$ cat config.mk
export PLATFORM = sky130hd
export DESIGN_NAME = tach_sample_scheduler
export DESIGN_NICKNAME = d
export VERILOG_FILES = /design/src/rtl/tach_sample_scheduler.sv
export SDC_FILE = /design/constraint.sdc
export NUM_CORES = 1
export LEC_CHECK = 0
export BUFFER_PORTS_ARGS = -buffer_cell sky130_fd_sc_hd__buf_2
export CORE_MARGIN = 2
export CORE_UTILIZATION = 50
export DETAILED_ROUTE_END_ITERATION = 7
export PLACE_DENSITY = 0.66
export SYNTH_ARGS = -nofsm -noshare
export SYNTH_HDL_FRONTEND = slang
export SYNTH_SLANG_ARGS = --single-unit
$ cat constraint.sdc
create_clock -name clk_in -period 10.8 [get_ports clk_in]
set_input_delay 3.24 -clock clk_in [delete_from_list [all_inputs] [get_ports clk_in]]
set_output_delay 3.24 -clock clk_in [all_outputs]
set_load 0.01 [all_outputs]
$ cat src/rtl/tach_sample_scheduler.sv
// Two-channel tachometer window sampler with a shared serial divide-by-3 RPM converter and valid/ready publish.
// Optional per-input debounce filter when TACH_SCHED_DEBOUNCE_EN is defined.
module tach_sample_scheduler #(
   parameter int unsigned SAMPLE_TICKS    = 1_250_000,
   parameter int unsigned DEBOUNCE_CYCLES = 8
) (
   input  logic       clk_in,
   input  logic       reset_n_in,
   input  logic       enable_in,
   input  logic       tach_a_in,
   input  logic       tach_b_in,
   input  logic       rpm_ready_in,
   output logic [9:0] rpm_a_out,
   output logic [9:0] rpm_b_out,
   output logic       rpm_valid_out,
   output logic       sat_a_out,
   output logic       sat_b_out,
   output logic       overrun_out
);
   localparam int unsigned WIN_W = (SAMPLE_TICKS > 1) ? $clog2(SAMPLE_TICKS) : 1;
   localparam int unsigned CNT_W = 16;
   localparam int unsigned NUM_W = 22;
   localparam int unsigned RPM_W = 10;
   localparam int unsigned DIV_W = 5;
   localparam logic [WIN_W-1:0] WIN_LAST  = WIN_W'(SAMPLE_TICKS - 1);
   localparam logic [DIV_W-1:0] DIV_LAST  = DIV_W'(NUM_W - 1);
   localparam logic [NUM_W-1:0] RPM_SCALE = NUM_W'(50);

   localparam logic [2:0] ST_IDLE    = 3'd0;
   localparam logic [2:0] ST_COUNT   = 3'd1;
   localparam logic [2:0] ST_DIV_A   = 3'd2;
   localparam logic [2:0] ST_DIV_B   = 3'd3;
   localparam logic [2:0] ST_PUBLISH = 3'd4;

   logic [2:0]       state, state_nx;
   logic [1:0]       sync1, sync2, prev, lvl_c, edge_c;
   logic [WIN_W-1:0] win_cnt;
   logic [CNT_W-1:0] cnt_a, cnt_b, snap_b, cnt_a_inc_c, cnt_b_inc_c;
   logic [NUM_W-1:0] div_num, q_c;
   logic [NUM_W-2:0] div_quo;
   logic [1:0]       div_rem, rem_nx_c;
   logic [2:0]       rem_sh_c;
   logic [DIV_W-1:0] div_cnt;
   logic [RPM_W-1:0] res_a, res_b, q_rpm_c;
   logic             res_sat_a, res_sat_b, ge_c, q_sat_c, boundary_c, div_last_c;

   function automatic logic [CNT_W-1:0] sat_inc(input logic [CNT_W-1:0] cnt, input logic inc);
      return (inc && (cnt != '1)) ? cnt + CNT_W'(1) : cnt;
   endfunction

`ifdef TACH_SCHED_DEBOUNCE_EN
   localparam int unsigned DB_W = $clog2(DEBOUNCE_CYCLES + 1);
   logic [1:0]      filt;
   logic [DB_W-1:0] db_cnt [2];

   // Filtered level follows the synchronized level only after it has held for DEBOUNCE_CYCLES cycles.
   always_ff @(posedge clk_in or negedge reset_n_in) begin
      if (!reset_n_in) begin
         filt      <= '0;
         db_cnt[0] <= '0;
         db_cnt[1] <= '0;
      end else begin
         for (int i = 0; i < 2; i++) begin
            if (sync2[i] == filt[i]) begin
               db_cnt[i] <= '0;
            end else if (db_cnt[i] == DB_W'(DEBOUNCE_CYCLES - 1)) begin
               filt[i]   <= sync2[i];
               db_cnt[i] <= '0;
            end else begin
               db_cnt[i] <= db_cnt[i] + DB_W'(1);
            end
         end
      end
   end

   assign lvl_c = filt;
`else
   logic unused_debounce;
   assign unused_debounce = ^DEBOUNCE_CYCLES;
   assign lvl_c = sync2;
`endif

   assign edge_c      = lvl_c & ~prev;
   assign cnt_a_inc_c = sat_inc(cnt_a, edge_c[0]);
   assign cnt_b_inc_c = sat_inc(cnt_b, edge_c[1]);
   assign boundary_c  = (state != ST_IDLE) && (win_cnt == WIN_LAST);
   assign div_last_c  = (div_cnt == DIV_LAST);

   // One restoring step of the divide-by-3: remainder never exceeds 2.
   assign rem_sh_c = {div_rem, div_num[NUM_W-1]};
   assign ge_c     = (rem_sh_c >= 3'd3);
   assign rem_nx_c = ge_c ? 2'(rem_sh_c - 3'd3) : rem_sh_c[1:0];
   assign q_c      = {div_quo, ge_c};
   assign q_sat_c  = |q_c[NUM_W-1:RPM_W];
   assign q_rpm_c  = q_sat_c ? '1 : q_c[RPM_W-1:0];

   always_ff @(posedge clk_in or negedge reset_n_in) begin
      if (!reset_n_in) state <= ST_IDLE;
      else             state <= state_nx;
   end

   always_comb begin
      state_nx = state;
      if (!enable_in) begin
         state_nx = ST_IDLE;
      end else begin
         case (state)
            ST_IDLE:    state_nx = ST_COUNT;
            ST_COUNT:   if (boundary_c) state_nx = ST_DIV_A;
            ST_DIV_A:   if (div_last_c) state_nx = ST_DIV_B;
            ST_DIV_B:   if (div_last_c) state_nx = ST_PUBLISH;
            ST_PUBLISH: state_nx = ST_COUNT;
            default:    state_nx = ST_IDLE;
         endcase
      end
   end

   // Window/edge counting, shared divider and publish handshake.
   always_ff @(posedge clk_in or negedge reset_n_in) begin
      if (!reset_n_in) begin
         sync1         <= '0;
         sync2         <= '0;
         prev          <= '0;
         win_cnt       <= '0;
         cnt_a         <= '0;
         cnt_b         <= '0;
         snap_b        <= '0;
         div_num       <= '0;
         div_rem       <= '0;
         div_quo       <= '0;
         div_cnt       <= '0;
         res_a         <= '0;
         res_b         <= '0;
         res_sat_a     <= 1'b0;
         res_sat_b     <= 1'b0;
         rpm_a_out     <= '0;
         rpm_b_out     <= '0;
         sat_a_out     <= 1'b0;
         sat_b_out     <= 1'b0;
         rpm_valid_out <= 1'b0;
         overrun_out   <= 1'b0;
      end else begin
         sync1 <= {tach_b_in, tach_a_in};
         sync2 <= sync1;
         prev  <= lvl_c;
         if (!enable_in) begin
            win_cnt       <= '0;
            cnt_a         <= '0;
            cnt_b         <= '0;
            div_num       <= '0;
            div_rem       <= '0;
            div_quo       <= '0;
            div_cnt       <= '0;
            rpm_valid_out <= 1'b0;
            overrun_out   <= 1'b0;
         end else begin
            if (state != ST_IDLE) begin
               if (boundary_c) begin
                  win_cnt <= '0;
                  cnt_a   <= '0;
                  cnt_b   <= '0;
               end else begin
                  win_cnt <= win_cnt + WIN_W'(1);
                  cnt_a   <= cnt_a_inc_c;
                  cnt_b   <= cnt_b_inc_c;
               end
            end
            if ((state == ST_COUNT) && boundary_c) begin
               div_num <= NUM_W'(cnt_a_inc_c) * RPM_SCALE;
               snap_b  <= cnt_b_inc_c;
               div_rem <= '0;
               div_quo <= '0;
               div_cnt <= '0;
            end
            if ((state == ST_DIV_A) || (state == ST_DIV_B)) begin
               div_num <= div_num << 1;
               div_rem <= rem_nx_c;
               div_quo <= {div_quo[NUM_W-3:0], ge_c};
               div_cnt <= div_cnt + DIV_W'(1);
               if (div_last_c) begin
                  div_cnt <= '0;
                  div_rem <= '0;
                  div_quo <= '0;
                  if (state == ST_DIV_A) begin
                     res_a     <= q_rpm_c;
                     res_sat_a <= q_sat_c;
                     div_num   <= NUM_W'(snap_b) * RPM_SCALE;
                  end else begin
                     res_b     <= q_rpm_c;
                     res_sat_b <= q_sat_c;
                  end
               end
            end
            if (state == ST_PUBLISH) begin
               rpm_a_out     <= res_a;
               rpm_b_out     <= res_b;
               sat_a_out     <= res_sat_a;
               sat_b_out     <= res_sat_b;
               rpm_valid_out <= 1'b1;
               overrun_out   <= overrun_out | (rpm_valid_out & ~rpm_ready_in);
            end else if (rpm_valid_out && rpm_ready_in) begin
               rpm_valid_out <= 1'b0;
            end
         end
      end
   end
endmodule

After elaboration in Yosys (flattened, before gate mapping)

Index checks and enable logic that the tools add are counted.

Logic and storage cells: 106
Bits in registers: 174
Input bits: 6
Output and inout bits: 24

Reduce and logical (&&, ||, !) cells: 15
Add/subtract/negate cells: 5
Multipliers: 2
Bitwise operators: 6
Order comparisons: 1
Mux-type cells: 40
Equality and inequality tests: 15

Operators by type and width:

| cell                                                                    | number |
|---|---|
| 21-bit two-way mux                                                      | 7 |
| 16-bit two-way mux                                                      | 8 |
| 22-bit two-way mux                                                      | 5 |
| 16-bit by 5-bit multiplier with 21-bit output, second input constant    | 2 |
| 16-bit by 1-bit adder with 16-bit output, second input constant         | 2 |
| 16-bit inequality test, second input constant                           | 2 |
| 21-bit by 1-bit adder with 21-bit output, second input constant         | 1 |
| 21-bit == test, second input constant                                   | 1 |
| 5-bit two-way mux                                                       | 4 |
| 3-bit two-way mux                                                       | 4 |
| 3-bit case mux with 4 select lines                                      | 1 |
| 12-bit OR reduction                                                     | 1 |
| 10-bit two-way mux                                                      | 1 |
| 2-bit two-way mux                                                       | 5 |
| 3-bit inequality test, second input constant                            | 3 |
| 4-bit AND reduction                                                     | 2 |
| 3-bit by 2-bit == test with 1-bit output, second input constant         | 2 |
| 3-bit by 1-bit inequality test with 1-bit output, second input constant | 2 |
| 5-bit by 1-bit adder with 5-bit output, second input constant           | 1 |
| 5-bit == test, second input constant                                    | 1 |
| 1-bit logical AND                                                       | 5 |
| 1-bit two-way mux                                                       | 5 |
| 2-bit by 1-bit inequality test with 1-bit output, second input constant | 2 |
| 2-bit AND reduction                                                     | 2 |
| other kinds (14)                                                        | 15 |

Depth between registers and ports, before layout

Depth after elaboration: 8
Gate-level depth with buffers: 22
Depth with buffers taken out: 20

Least setup slack after synthesis

Ideal clock, no wire load.

Path kind: register to register
Start: register cnt_a[8]
End: register div_num[21]
Setup slack: 5.786 ns
Period minus slack after synthesis: 5.014 ns
Arrival: 4.930 ns
Data required time: 10.716 ns
Stages on the path, launching flop included: 23
Setup time: 0.084 ns
Buffers on the path: 3
Cell sequence: dfrtp_1 buf_2 nand4_1 or3_1 o21a_1 clkbuf_1 and2_0 clkbuf_1 nand2_1 xnor2_1 ha_1 ha_1 inv_1 fa_1 inv_1 ha_1 a21o_1 a31oi_1 a21boi_0 a221oi_1 o311ai_0 mux2i_1 a21boi_0

Cells in the longest elaborated chain, start to end: 7
Elaborated cells on any way between the ends: 8
Those cells by class: add/sub (1); mul (1); eq/ne (1); mux (4); reduce/logical (1)

RTL lines:

| item                                                                                             | line | source |
|---|---|---|
| from (decl)                                                                                      | 38   | `logic [CNT_W-1:0] cnt_a, cnt_b, snap_b, cnt_a_inc_c, cnt_b_inc_c;` |
| from (signal assigned)                                                                           | 164  | `cnt_a <= cnt_a_inc_c;` |
| parallel branches: the longest is 2 deep, another holds 16-bit by 1-bit adder with 16-bit output | n/a  |  |
| 16-bit two-way mux *                                                                             | 48   | `return (inc && (cnt != '1)) ? cnt + CNT_W'(1) : cnt;` |
| 16-bit by 5-bit multiplier with 21-bit output *                                                  | 169  | `div_num <= NUM_W'(cnt_a_inc_c) * RPM_SCALE;` |
| 22-bit two-way mux *                                                                             | 168  | `if ((state == ST_COUNT) && boundary_c) begin` |
| 22-bit two-way mux *                                                                             | 175  | `if ((state == ST_DIV_A) \|\| (state == ST_DIV_B)) begin` |
| 22-bit two-way mux *                                                                             | 146  | `if (!enable_in) begin` |
| to (signal assigned)                                                                             | 169  |  |
| to (signal assigned)                                                                             | 176  | `div_num <= div_num << 1;` |
| to (signal assigned)                                                                             | 187  | `div_num <= NUM_W'(snap_b) * RPM_SCALE;` |
| to (decl)                                                                                        | 39   | `logic [NUM_W-1:0] div_num, q_c;` |

Every way passes the cells marked *. The select of a mux whose other input is x is not followed.
A chain may end at the register's enable or synchronous reset.

Worst setup path in the final report

Start: register cnt_a[8]
End: register div_num[15]

Same word-level chain as after synthesis.

==> flow_metrics.env <==
export IMPL_status="finished, final reports clean"
export IMPL_cp_slowest_stage_delay_ps=600
export IMPL_whs_endpoint="lvl_c[1]"
export IMPL_die_area_mm2=0.0241
export IMPL_max_cap_violations=0
export IMPL_syn_area_per_cell_um2=9.18
export IMPL_mostFrequentLayoutCells="dfrtp_1, nand2_1, inv_1"
export IMPL_yosysWarnings=0
export IMPL_ctsResizeCount=0
export IMPL_worstSetupPathType="register to register"
export IMPL_wl_per_cell_um=15.6
export IMPL_worstHoldPathType="register to register"
export IMPL_clk_pin_slew_ps=80
export IMPL_yosys_top_cells_area="dfrtp_1, ha_1, nand2_1"
export IMPL_synth_area_mm2=0.0115
export IMPL_worstPathArrival_ps=5810
export IMPL_power_density_mw_per_mm2=108
export IMPL_viasPerCell=5.63
export IMPL_gp_congestion=0.850
export IMPL_switchingPower_mw=0.361
export IMPL_combPwrFrac=0.033
export IMPL_io_buffer_count=29
export IMPL_start_util=0.507
export IMPL_crit_chain="nand4_1, or3_1, o21a_1, and2_0, nand2_1, xnor2_1, ha_1, ha_1, inv_1, fa_1, inv_1, ha_1, a21o_1, a31oi_1, a21boi_0, a221oi_1, xnor2_1, and2_1, o31a_1"
export IMPL_r2r_cells=19
export IMPL_postCtsHoldBufs=0
export IMPL_wl_met3_um=639
export IMPL_routed_wl_mm=24.2
export IMPL_fin_hold_ws_ps=355
export IMPL_nFillCells=2028
export IMPL_grt_pass1_wl_mm=41.7
export IMPL_cts_buffer_depth=2
export IMPL_antenna_found_initial=0
export IMPL_drcViolationCount=0
export IMPL_ant_nets=0
export IMPL_slew_headroom=0.296
export IMPL_ys_ff_latch=173
export IMPL_grt_usage=0.212
export IMPL_ys_types=68
export IMPL_worstHoldStart="sync1[1]"
export IMPL_std_cell_rows=55
export IMPL_setup_tns_ps=0
export IMPL_top_layer="met4"
export IMPL_regArea_mm2=0.00433
export IMPL_design_area_mm2=0.0125
export IMPL_hold_depth=0
export IMPL_worstMarginPinSlew_ps=1050
export IMPL_die_x_um=155
export IMPL_multi_input_area_mm2=0.00643
export IMPL_setup_viol=0
export IMPL_internal_power_mw=0.980
export IMPL_pwr_share_seq=0.486
export IMPL_netlist_instances=1248
export IMPL_crit_fanout=8
export IMPL_fin_ws_ps=5320
export IMPL_worstPathRequired_ps=11130
export IMPL_cts_setup_buffers=0
export IMPL_numCtsBuffers=17
export IMPL_r2r_slack_ps=5320
export IMPL_syn_to_final_growth_pct=8.72
export IMPL_mostFrequentLayoutCell="dfrtp_1"
export IMPL_netSwitchingFraction=0.269
export IMPL_n_antenna_cell=0
export IMPL_grt_max_degree=101
export IMPL_drt_iter0_drc=419
export IMPL_cts_htree_levels=4
export IMPL_r2r_end="div_num[15]"
export IMPL_p_clk_frac=0.481
export IMPL_fin_nets=1387
export IMPL_slew_viol_final=0
export IMPL_drive_gt1_frac=0.0880
export IMPL_met1_length_mm=11.6
export IMPL_ys_flop_type="dfrtp_1"
export IMPL_rr_startpoint="cnt_a[8]"
export IMPL_slowest_stage="a221oi_1"
export IMPL_end_kind="register"
export IMPL_finalCritPeriodShare=0.507
export IMPL_fmax_mhz=183
export IMPL_cts_sinks=173
export IMPL_hold_violations=0
export IMPL_rsz0062_at_grt="false"
export IMPL_clock_skew_ps=11.9
export IMPL_dr_pass1_iters=4
export IMPL_die_height_um=155
export IMPL_io_pins=30
export IMPL_core_mm2=0.0226
export IMPL_grt_ovfl_total=0
export IMPL_syn_nets=1387
export IMPL_ys_seq_area_frac=0.378
export IMPL_grt_pass1_vias=8445
export IMPL_synth_async_reset_ratio=1.00
export IMPL_cts_tree="yes"
export IMPL_period_needed_ps=5480
export IMPL_hpwl_mm=17.2
export IMPL_clockRootBuffer="clkbuf_16"
export IMPL_leakagePower_nw=6.23
export IMPL_synth_top_area_frac=0.378
export IMPL_synth_edf_count=0
export IMPL_vdd_drop_max_uv=104
export IMPL_cp_start_kind="register"
export IMPL_insertion_delay_ps=450
export IMPL_wl_met2_mm=11.5
export IMPL_crit_top_cell="ha_1"
export IMPL_synth_area_leader_cell="dfrtp_1"
export IMPL_pre_cts_ws_ps=5310
export IMPL_place_area_mm2=0.0118
export IMPL_vias=8698
[power groups by stage]
stage                     registers (mW)  clock network [mW]  logic, mW
after CTS                          0.652               0.658     0.0450
after global routing               0.652               0.680     0.0503
after detailed placement           0.665                   0     0.0450
after global placement             0.665                   0     0.0445
after floorplan                    0.664                   0     0.0220
final                              0.652               0.645     0.0439
[state kept, by name, summed over array words and instances, names as in the netlist, 5 cells and up]
register,cells
div_num,21
div_quo,21
win_cnt,21
cnt_a,16
cnt_b,16
snap_b,16
res_a,10
res_b,10
rpm_a_out,10
rpm_b_out,10
div_cnt,5
[routing by layer]
layer / vias up / track usage
li1: 4331 / -
met3: 24 / 0.0273
met4: 0 / 0.0599
met5: - / 0
met2: 119 / 0.351
met1: 4224 / 0.293
[how the worst max path moves through the flow]
stage                         start           to  slack [ps]  depth (start not counted)
final                      cnt_a[8]  div_num[15]        5320                         19
after global routing       cnt_a[0]  div_num[21]        4750                         20
after CTS                  cnt_a[8]  div_num[21]        5320                         19
after detailed placement   cnt_a[8]  div_num[21]        5310                         19
after global placement    enable_in     cnt_b[1]        5380                          6
after floorplan            cnt_a[8]  div_num[21]        5790                         22
[area by class of cell]
type / count / area share
clock inverters: 15 / 0.0174
flip-flops and latches: 173 / 0.348
clock buffers: 17 / 0.0342
repair buffers: 37 / 0.0170
multi-input cells: 891 / 0.517
inverters: 128 / 0.0386
well taps: 285 / 0.0286
[critical path: cells and delay by family (launching register included)]
| kind | cells | cell delay (ps) |
|---|---|---|
| AOI/OAI and AO/OA | 6 | 1650 |
| xor gates and xnor gates | 2 | 400 |
| adders and majority gates | 4 | 1450 |
| buffers and inverters | 2 | 90 |
| DFF | 1 | 490 |
| and+or+nand+nor | 5 | 1270 |
[cells in the mapped netlist (21+ instances only)]
| cell | n |
|---|---|
| a21oi_1 | 63 |
| a22o_1 | 25 |
| clkbuf_1 | 40 |
| dfrtp_1 | 173 |
| fa_1 | 21 |
| ha_1 | 112 |
| inv_1 | 128 |
| mux2_2 | 26 |
| nand2_1 | 139 |
| nand3_1 | 29 |
| nor2_1 | 79 |
| o21ai_0 | 100 |
| xnor2_1 | 38 |
| xor2_1 | 37 |
[per-stage QoR]
step,std cells,total power [mW],util
final,1546,1.34,0.552
after global routing,1546,1.38,0.552
after CTS,1546,1.36,0.552
after detailed placement,1514,0.710,0.523
after global placement,1514,0.709,0.523
after floorplan,1248,0.686,-
[cells by family after synthesis]
| group | count (synthesis) | share of synthesized area |
|---|---|---|
| AND/OR/NAND/NOR | 358 | 0.150 |
| XOR/XNOR | 75 | 0.0573 |
| adder cells (fa/ha/maj) | 133 | 0.159 |
| flip-flops | 173 | 0.378 |
| buffers and inverters | 184 | 0.0624 |
| AO/OA/AOI/OAI | 290 | 0.160 |
| multiplexers | 35 | 0.0335 |
(Power assumes the default switching activity.)
